**config.mk**
```make
export PLATFORM = sky130hd
export DESIGN_NAME = pipe_stage_reg
export DESIGN_NICKNAME = d
export VERILOG_FILES = /design/src/rtl/pipe_stage_reg.sv
export SDC_FILE = /design/constraint.sdc
export NUM_CORES = 1
export LEC_CHECK = 0
export CAP_MARGIN = 20
export CELL_PAD_IN_SITES_DETAIL_PLACEMENT = 1
export CELL_PAD_IN_SITES_GLOBAL_PLACEMENT = 1
export CORE_UTILIZATION = 29
export DETAILED_ROUTE_END_ITERATION = 12
export PLACE_DENSITY = 0.68
export SYNTH_ARGS = -nofsm -noshare
export SYNTH_HDL_FRONTEND = slang
export SYNTH_SLANG_ARGS = --single-unit
```
**constraint.sdc**
```tcl
create_clock -name clk -period 1.9 [get_ports clk]
set_input_delay 0.38 -clock clk [delete_from_list [all_inputs] [get_ports clk]]
set_output_delay 0.38 -clock clk [all_outputs]
set_load 0.1 [all_outputs]
```
**src/rtl/pipe_stage_reg.sv**
```systemverilog
// ---------------------------------------------------------------------------
// pipe_stage_reg -- parametrised valid/ready pipeline stage register.
//
// Holds one main entry and, when SKID=1, one skid entry. Each entry has:
//   ctrl : cleared on flush
//   keep : retained across flush (e.g. PC+2)
//   ops  : NUM_OPS operand lanes. A lane of the main entry can be overwritten
//          by the shared forwarding bus while the stage is stalled.
//
// Ports
//   clk, rst_n        clock, asynchronous active-low reset
//   in_valid/in_ready upstream handshake
//   in_ctrl/keep/ops  upstream payload. Lane i is in_ops[i*DATA_W +: DATA_W].
//   flush             squash all held entries at the next edge
//   fwd_en, fwd_data  per-lane forward request and the shared forward value
//   out_valid/ready   downstream handshake
//   out_ctrl/keep/ops main entry payload, driven straight from flops
//   occupancy         number of held entries (0..2)
//
// pipe_stage_reg_lane holds one operand lane of the main and skid entries.
// The top instantiates NUM_OPS copies of it.
// ---------------------------------------------------------------------------
module pipe_stage_reg_lane #(
    parameter int DATA_W = 16
) (
    input  logic              clk,
    input  logic              rst_n,
    input  logic              i_flush,
    input  logic              i_fwd,        // forward into main (already gated)
    input  logic              i_load_in,    // main <- input
    input  logic              i_load_skid,  // main <- skid
    input  logic              i_skid_load,  // skid <- input
    input  logic [DATA_W-1:0] i_in_op,
    input  logic [DATA_W-1:0] i_fwd_data,
    output logic [DATA_W-1:0] o_main
);
    logic [DATA_W-1:0] r_main;
    logic [DATA_W-1:0] r_skid;

    always_ff @(posedge clk or negedge rst_n) begin
        if (!rst_n) begin
            r_main <= '0;
            r_skid <= '0;
        end else begin
            // Flush wins over forwarding, and forwarding wins over the
            // normal load source.
            if (i_flush)
                r_main <= '0;
            else if (i_fwd)
                r_main <= i_fwd_data;
            else if (i_load_in)
                r_main <= i_in_op;
            else if (i_load_skid)
                r_main <= r_skid;

            // The skid entry never sees the forwarding bus.
            if (i_flush)
                r_skid <= '0;
            else if (i_skid_load)
                r_skid <= i_in_op;
        end
    end

    assign o_main = r_main;
endmodule

module pipe_stage_reg #(
    parameter int DATA_W  = 16,
    parameter int NUM_OPS = 2,
    parameter int CTRL_W  = 24,
    parameter int KEEP_W  = 16,
    parameter int SKID    = 1
) (
    input  logic                      clk,
    input  logic                      rst_n,
    input  logic                      in_valid,
    output logic                      in_ready,
    input  logic [CTRL_W-1:0]         in_ctrl,
    input  logic [KEEP_W-1:0]         in_keep,
    input  logic [NUM_OPS*DATA_W-1:0] in_ops,
    input  logic                      flush,
    input  logic [NUM_OPS-1:0]        fwd_en,
    input  logic [DATA_W-1:0]         fwd_data,
    output logic                      out_valid,
    input  logic                      out_ready,
    output logic [CTRL_W-1:0]         out_ctrl,
    output logic [KEEP_W-1:0]         out_keep,
    output logic [NUM_OPS*DATA_W-1:0] out_ops,
    output logic [1:0]                occupancy
);
    // The state encoding equals the entry count, so occupancy is the state
    // register itself.
    typedef enum logic [1:0] {
        ST_EMPTY = 2'd0,
        ST_ONE   = 2'd1,
        ST_TWO   = 2'd2
    } state_t;

    state_t              r_state;
    state_t              w_next;
    logic                w_in_fire;
    logic                w_out_fire;
    logic                w_load_in;
    logic                w_load_skid;
    logic                w_skid_load;
    logic                w_fwd_ok;
    logic [CTRL_W-1:0]   r_main_ctrl;
    logic [KEEP_W-1:0]   r_main_keep;
    logic [CTRL_W-1:0]   r_skid_ctrl;
    logic [KEEP_W-1:0]   r_skid_keep;

    assign out_valid  = (r_state != ST_EMPTY);
    assign occupancy  = r_state;
    assign w_in_fire  = in_valid & in_ready;
    assign w_out_fire = out_valid & out_ready;

    // With the skid entry, in_ready depends only on state, so no
    // combinational path runs from out_ready. Without it, ready passes
    // through and TWO can never be reached.
    generate
        if (SKID != 0) begin : g_skid
            assign in_ready = (r_state != ST_TWO);
        end else begin : g_noskid
            assign in_ready = ~out_valid | out_ready;
        end
    endgenerate

    // State register
    always_ff @(posedge clk or negedge rst_n) begin
        if (!rst_n)
            r_state <= ST_EMPTY;
        else
            r_state <= w_next;
    end

    // Next state
    always_comb begin
        w_next = r_state;
        case (r_state)
            ST_EMPTY: if (w_in_fire) w_next = ST_ONE;
            ST_ONE: begin
                if (w_in_fire && !w_out_fire)
                    w_next = ST_TWO;
                else if (!w_in_fire && w_out_fire)
                    w_next = ST_EMPTY;
            end
            ST_TWO:   if (w_out_fire) w_next = ST_ONE;
            default:  w_next = ST_EMPTY;
        endcase
        if (flush)
            w_next = ST_EMPTY;
    end

    // Load strobes. The flush gating happens at the registers.
    always_comb begin
        w_load_in   = 1'b0;
        w_load_skid = 1'b0;
        w_skid_load = 1'b0;
        case (r_state)
            ST_EMPTY: w_load_in = w_in_fire;
            ST_ONE: begin
                w_load_in   = w_in_fire & w_out_fire;
                w_skid_load = w_in_fire & ~w_out_fire;
            end
            ST_TWO:   w_load_skid = w_out_fire;
            default: ;
        endcase
    end

    // Forwarding applies only when main will hold a valid entry next cycle.
    // A flush forces EMPTY, so this also suppresses forwarding on flush.
    assign w_fwd_ok = (w_next != ST_EMPTY);

    // ctrl/keep of both entries. On flush, keep holds and ctrl clears.
    always_ff @(posedge clk or negedge rst_n) begin
        if (!rst_n) begin
            r_main_ctrl <= '0;
            r_main_keep <= '0;
            r_skid_ctrl <= '0;
            r_skid_keep <= '0;
        end else begin
            if (flush) begin
                r_main_ctrl <= '0;
            end else if (w_load_in) begin
                r_main_ctrl <= in_ctrl;
                r_main_keep <= in_keep;
            end else if (w_load_skid) begin
                r_main_ctrl <= r_skid_ctrl;
                r_main_keep <= r_skid_keep;
            end

            if (flush) begin
                r_skid_ctrl <= '0;
            end else if (w_skid_load) begin
                r_skid_ctrl <= in_ctrl;
                r_skid_keep <= in_keep;
            end
        end
    end

    assign out_ctrl = r_main_ctrl;
    assign out_keep = r_main_keep;

    generate
        for (genvar i = 0; i < NUM_OPS; i++) begin : g_lane
            pipe_stage_reg_lane #(.DATA_W(DATA_W)) u_lane (
                .clk         (clk),
                .rst_n       (rst_n),
                .i_flush     (flush),
                .i_fwd       (fwd_en[i] & w_fwd_ok),
                .i_load_in   (w_load_in),
                .i_load_skid (w_load_skid),
                .i_skid_load (w_skid_load),
                .i_in_op     (in_ops[i*DATA_W +: DATA_W]),
                .i_fwd_data  (fwd_data),
                .o_main      (out_ops[i*DATA_W +: DATA_W])
            );
        end
    endgenerate
endmodule
```
==> results of run 1 <==
## stage by stage
| step | hold slack (ns) | TNS, ns | area [um^2] |
|---|---|---|---|
| 3_3_place_gp | 0.343 | -27.62 | 9340 |
| 4_1_cts | 0.458 | 0 | 9960 |
| 2_1_floorplan | 0.0844 | -2.82 | 6770 |
| 5_1_grt | 0.486 | -0.565 | 10100 |
| 6_report | 0.458 | 0 | 10100 |
| 3_5_place_dp | 0.348 | -34.54 | 9340 |
## sequential cells by signal, summed over array words and instances, names as in the netlist
signal	flops
g_lane.u_lane.o_main	32
g_lane.u_lane.r_skid	32
out_ctrl	24
r_skid_ctrl	24
out_keep	16
r_skid_keep	16
occupancy	2
## cell usage after synthesis (15+ instances only)
master	count	area, um^2
dfrtp_1	146	3650
a22o_1	56	490
mux2_2	42	473
clkbuf_1	38	143
a221oi_1	32	280
a311o_1	32	320
nand3_1	32	160
nor2_1	32	120
o21ai_0	32	160
mux2i_1	25	250
o2bb2ai_1	24	210
nand2b_1	20	125
buf_2	15	75.1
## final cells by class
type                    instances  share of cell area
flip-flops and latches        146               0.364
multi-input cells             351               0.285
repair buffers                229               0.255
clock buffers                  19              0.0440
well taps                     285              0.0355
clock inverters                13              0.0158
inverters                       1            0.000373
diodes                          1            0.000249
## timing repair
action                                  CTS  global route
endpoints found under the setup margin    9            44
setup buffers                             0             3
pin swaps                                 0             1
endpoints found under the hold margin    43             0
hold buffers                              1             0
gates resized for setup                   4             7
cloned                                    0             2
## layer usage
| layer | vias up | wire, um | global-route usage |
|---|---|---|---|
| li1 | 2529 | - | - |
| met1 | 2989 | 9970 | 0.256 |
| met2 | 166 | 11000 | 0.315 |
| met3 | 23 | 1310 | 0.0536 |
| met4 | 0 | 287 | 0.0581 |
| met5 | - | 0 | 0 |
## where the power goes
part	internal (mW)	leakage (nW)	switching, mW
clock	2.10	0.289	1.36
combinational	1.03	2.14	2.12
sequential	3.43	1.95	0.208
## final timing paths
path,startpoint,endpoint,slack [ns],cells after the start
max in group asynchronous,rst_n,out_ctrl[6]$_DFFE_PN0P_,0.83,3
worst min-delay path,rst_n,r_skid_keep[11]$_DFFE_PN0P_,0.46,2
min in group clk,r_skid_keep[14]$_DFFE_PN0P_,r_skid_keep[14]$_DFFE_PN0P_,0.49,1
worst max register to register,occupancy[1]$_DFF_PN0_,g_lane[1].u_lane.o_main[0]$_DFFE_PN0P_,0.03,5
worst min register to register,r_skid_keep[14]$_DFFE_PN0P_,r_skid_keep[14]$_DFFE_PN0P_,0.49,1
worst max-delay path,occupancy[0]$_DFF_PN0_,out_valid,0.03,3
## cell families after synthesis
logic type             after synthesis  synth area share
AOI/OAI and AO/OA                  184             0.228
buffers and inverters               62            0.0381
DFF                                146             0.546
muxes                               73             0.118
and+or+nand+nor                     94            0.0703
==> impl_metrics.toml, run 1 <==
[setup_path]
cp_max_fo = 8
cp_top_family = "flip-flops"
crit_required_ns = 1.52
cp-end-kind = "output pin"
cpPeakStageDelay_ns = 0.49
worstSetupPathType = "reg2out"
cp_slowest_cell = "dfrtp_4"
crit_path_cell_trace = "buf_8, or2_4, buf_12"
crit_arrival_ns = 1.49
cp_num_buf_inv = 2
cp-start-kind = "flip-flop"

[timing]
period_share = 0.983
setup_viol = 0
hold_viol_final = 0
slew_headroom = 0.693
skew_ns = 0.00929
worst_slew_pin_slew_ns = 0.461
slew_violations = 0
max_freq_mhz = 535
fin_ws_ns = 0.0321
rsz0062_at_grt = "yes"
period_minus_slack_ns = 1.87

[logic_synthesis]
synth-edff-count = 0
synth-async-reset-ratio = 1.00
syn-num-nets = 654
synth_area_per_cell_um2 = 12.0
synthFlopType = "dfrtp_1"
postSynthCellCount = 559
yosysWarnings = 0
synth.distinct_cells = 28
ys_ff_latch = 146
syn_area_um2 = 6690
synth-seq-area-share = 0.546

[detailed_routing]
drc = 0
vias_per_cell = 5.46
drt_iter0_drc = 423
wl_per_cell_um = 21.6
vias = 5707
postRouteAntennaNets = 0
finalWirelength_mm = 22.5
first_pass_iters = 5

[pwr]
p_per_area_nw_per_um2 = 1020
p_leak_nw = 4.39
p_total_mw = 10.2
peakVddDrop_v = 0.00124

[finish]
drive_above_1_share = 0.295
fillers = 2338
final_common_cell = "dfrtp_1"
utilization = 0.444
multi_input_area_um2 = 2870
syn2layout_area_growth_pct = 50.3
instances_no_fill = 1045
mostFrequentLayoutCells = "dfrtp_1 (144), clkdlybuf4s50_1 (93), buf_4 (84)"
final_nets = 841
regArea_um2 = 3660

[global_route]
grt_max_degree = 48
grt_pass1_vias = 6276
antenna_found_initial = 1
track_usage = 0.195
grt_pass1_wl_mm = 35.9
gr-total-overflow = 0

[cts]
cts_inserted_buffers = 17
cts.sinks = 146
clk_path_buf_depth = 2
cts_tree = "built"
htree_levels = 4
clk_latency_ns = 0.43
cts.reportedPaths.clkPinSlew_ns = 0.06
cts_root_buf = "clkbuf_16"

[placement]
dp_slack_ns = -0.366
dpl.hpwl_mm = 15.9
dp_cells = 1007
gp_congestion = 0.774
port-buffer-count = 170

[die]
die_y_um = 154
initial_core_util = 0.296
die_area_um2 = 23700
die_w_um = 154
row_count = 55
ioPinCount = 171
core-area_um2 = 22600

[job]
drv_cap = 0

[outcome]
status = "complete, no violations"

[hold_path]
holdCritPathClass = "in2async"
(Power assumes the default switching activity.)
==> inputs of run 2 (changes only) <==
- CELL_PAD_IN_SITES_GLOBAL_PLACEMENT: 1 -> 2
- PLACE_DENSITY: 0.68 -> 0.77
- SYNTH_HIERARCHICAL: default -> 1
==> run 2 against run 1 <==
The flow now finishes with violations (negative setup slack). Worst setup slack worse by 0.20 ns. Fmax down 9.7%. Non-clock buffer count rose by 40. Count of clock-buffer cells in the layout unchanged. Critical path type is now reg2reg. Largest cell class unchanged.
==> impl_metrics.toml, run 2 <==
[outcome]
status = "finished, violations left"
violations = "negative setup slack"

[logic_synthesis]
synth.distinct_cells = 39
synth_compound_area_frac = 0.186
synth_top_family_by_area = "compound AO/OA/AOI/OAI gates"
yosysWarnings = 6
synth_area_per_cell_um2 = 12.7
synth_top_area_share = 0.521
syn_area_um2 = 7020
synth_common_cells = "dfrtp_1 (146), mux2i_1 (73), nor2_1 (50)"
synth-async-reset-ratio = 1.00
yosysMostFrequentCell = "dfrtp_1"
synth-seq-area-share = 0.521
ys_ff_latch = 146
synthAdderAreaFrac = 0
syn-num-nets = 646
synth.top_cells.by_area = "dfrtp_1 (52%), mux2i_1 (10%), a32o_1 (4.6%), o2bb2ai_2 (4.3%), a211o_1 (4.0%)"
synth_top_area_cell = "dfrtp_1"
synth_xor_area_frac = 0
synth.mux.area_fraction = 0.132
yosys.area_share.simple = 0.112
synthFlopType = "dfrtp_1"
synth-edff-count = 0
postSynthCellCount = 551

[pwr]
p_clk_frac = 0.330
p_per_area_nw_per_um2 = 912
p_total_mw = 10.3
peakVddDrop_v = 0.000665
sw_frac_of_total = 0.353
netSwitchingPower_mw = 3.62
p_comb_frac = 0.318
p_leak_nw = 5.12
p_int_mw = 6.65
power.share.sequential = 0.352

[cts]
cts_tree = "built"
htree_levels = 4
cts_root_buf = "clkbuf_16"
clk_path_buf_depth = 2
clk_latency_ns = 0.43
cts.sinks = 146
cts_inserted_buffers = 17
cts.reportedPaths.clkPinSlew_ns = 0.07

[detailed_routing]
postRouteAntennaNets = 0
first_pass_iters = 8
drt_iter0_drc = 225
wl_per_cell_um = 22.2
vias = 5685
vias_per_cell = 5.03
drc = 0
finalWirelength_mm = 25.1

[timing]
setup_viol = 57
hold_viol_final = 0
period_share = 1.09
skew_ns = 0.00904
rsz0062_at_grt = "yes"
max_freq_mhz = 483
worst_slew_pin_slew_ns = 0.657
period_minus_slack_ns = 2.07
setup_tns_ns = -3.90
hold_slack_ns = 0.436
slew_violations = 0
slew_headroom = 0.562
fin_ws_ns = -0.169

[placement]
dpl.hpwl_mm = 15.5
placed_cell_area_um2 = 9570
port-buffer-count = 170
gp_congestion = 0.827

[setup_path]
reg2reg_depth = 10
crit_required_ns = 2.21
cp-start-kind = "flip-flop"
worstSetupPathType = "reg2reg"
cp-end-kind = "flip-flop"
cp_slowest_cell = "dfrtp_4"
cpPeakStageDelay_ns = 0.50
crit_path_frequent_cell = "buf_6"
crit_arrival_ns = 2.38
cp_max_fo = 7
crit_path_cell_trace = "buf_6, or2b_4, buf_6, a21oi_4, and2_4, buf_12, buf_8, buf_6, nand2b_1, a32o_1"

[die]
initial_core_util = 0.297
die_y_um = 158
die_area_um2 = 24800
ioPinCount = 171
die_w_um = 158
row_count = 56
core-area_um2 = 23600

[global_route]
grt_pass1_vias = 6392
antenna_found_initial = 4
track_usage = 0.198
grt_pass1_wl_mm = 36.8
gr-total-overflow = 0
grt_max_degree = 41

[finish]
mostFrequentLayoutCells = "dfrtp_1 (144), clkdlybuf4s50_1 (90), buf_4 (71)"
syn2layout_area_growth_pct = 60.5
final_common_cell = "dfrtp_1"
fillers = 2415
regArea_um2 = 3660
final_nets = 892
multi_input_area_um2 = 3220
utilization = 0.477
drive_above_1_share = 0.353
design_area_um2 = 11300

[hold_path]
holdCritPathClass = "in2async"

[job]
drv_cap = 0
## run 2: stage by stage
stage | std cells | worst slack (ns)
after floorplan | 551 | -0.445
after global placement | 1041 | -0.571
after detailed placement | 1041 | -0.695
after CTS | 1109 | -0.215
after global routing | 1129 | -0.229
final | 1130 | -0.169
## run 2: cells by family (layout without fill, tap and decap cells)
group | count (synthesis) | after routing
compound gates | 134 | 134
buf+inv | 45 | 303
flops | 146 | 146
mux | 90 | 90
other cells | 0 | 1
simple gates | 136 | 137
## run 2: worst max-delay path: cells and delay by family (launching register included)
family | cells | cell delay [ns]
and+or+nand+nor | 3 | 0.49
buffers and inverters | 5 | 0.61
AOI/OAI and AO/OA | 2 | 0.35
DFF | 1 | 0.50
## run 2: what timing repair did
| action | in CTS | in global routing |
|---|---|---|
| buffers inserted | 28 | 14 |
| cloned | 8 | 11 |
| endpoints found under the setup margin | 98 | 112 |
| endpoints found under the hold margin | 31 | 0 |
| resized for setup | 57 | 48 |
| hold buffers | 1 | 0 |
| pin swaps | 34 | 33 |
## run 2: area by class of cell
class | count | share of cell area
Clock buffer | 19 | 0.0402
Timing Repair Buffer | 269 | 0.300
Sequential cell | 146 | 0.325
Tap cell | 319 | 0.0354
Clock inverter | 13 | 0.0120
Antenna cell | 1 | 0.000222
Multi-Input combinational cell | 361 | 0.286
Inverter | 2 | 0.000999
## run 2: power groups by stage
stage               combinational (mW)  sequential (mW)  clock, mW
finish                            3.27             3.61       3.40
global route                      3.41             3.65       3.58
CTS                               3.15             3.61       3.45
detailed placement                2.92             3.66          0
global placement                  2.84             3.64          0
floorplan                        0.796             4.74          0
## run 2: final timing paths
kind	from	end	slack (ns)
max reg2reg	occupancy[0]$_DFF_PN0_	g_lane[1].u_lane/o_main[3]$_DFFE_PN0P_	-0.17
max in group asynchronous	rst_n	g_lane[0].u_lane/r_skid[14]$_DFFE_PN0P_	0.90
min reg2reg	g_lane[0].u_lane/o_main[8]$_DFFE_PN0P_	g_lane[0].u_lane/o_main[8]$_DFFE_PN0P_	0.50
max	occupancy[0]$_DFF_PN0_	g_lane[1].u_lane/o_main[3]$_DFFE_PN0P_	-0.17
min	rst_n	out_keep[2]$_DFFE_PN0P_	0.44
min in group clk	out_ready	occupancy[1]$_DFF_PN0_	0.46
## run 2: per-layer routing
layer	share of wire	vias to the layer above	track usage
li1	-	2531	-
met3	0.061	44	0.0493
met2	0.50	203	0.346
met4	0.020	6	0.0610
met5	0.0015	-	0
met1	0.42	2901	0.238
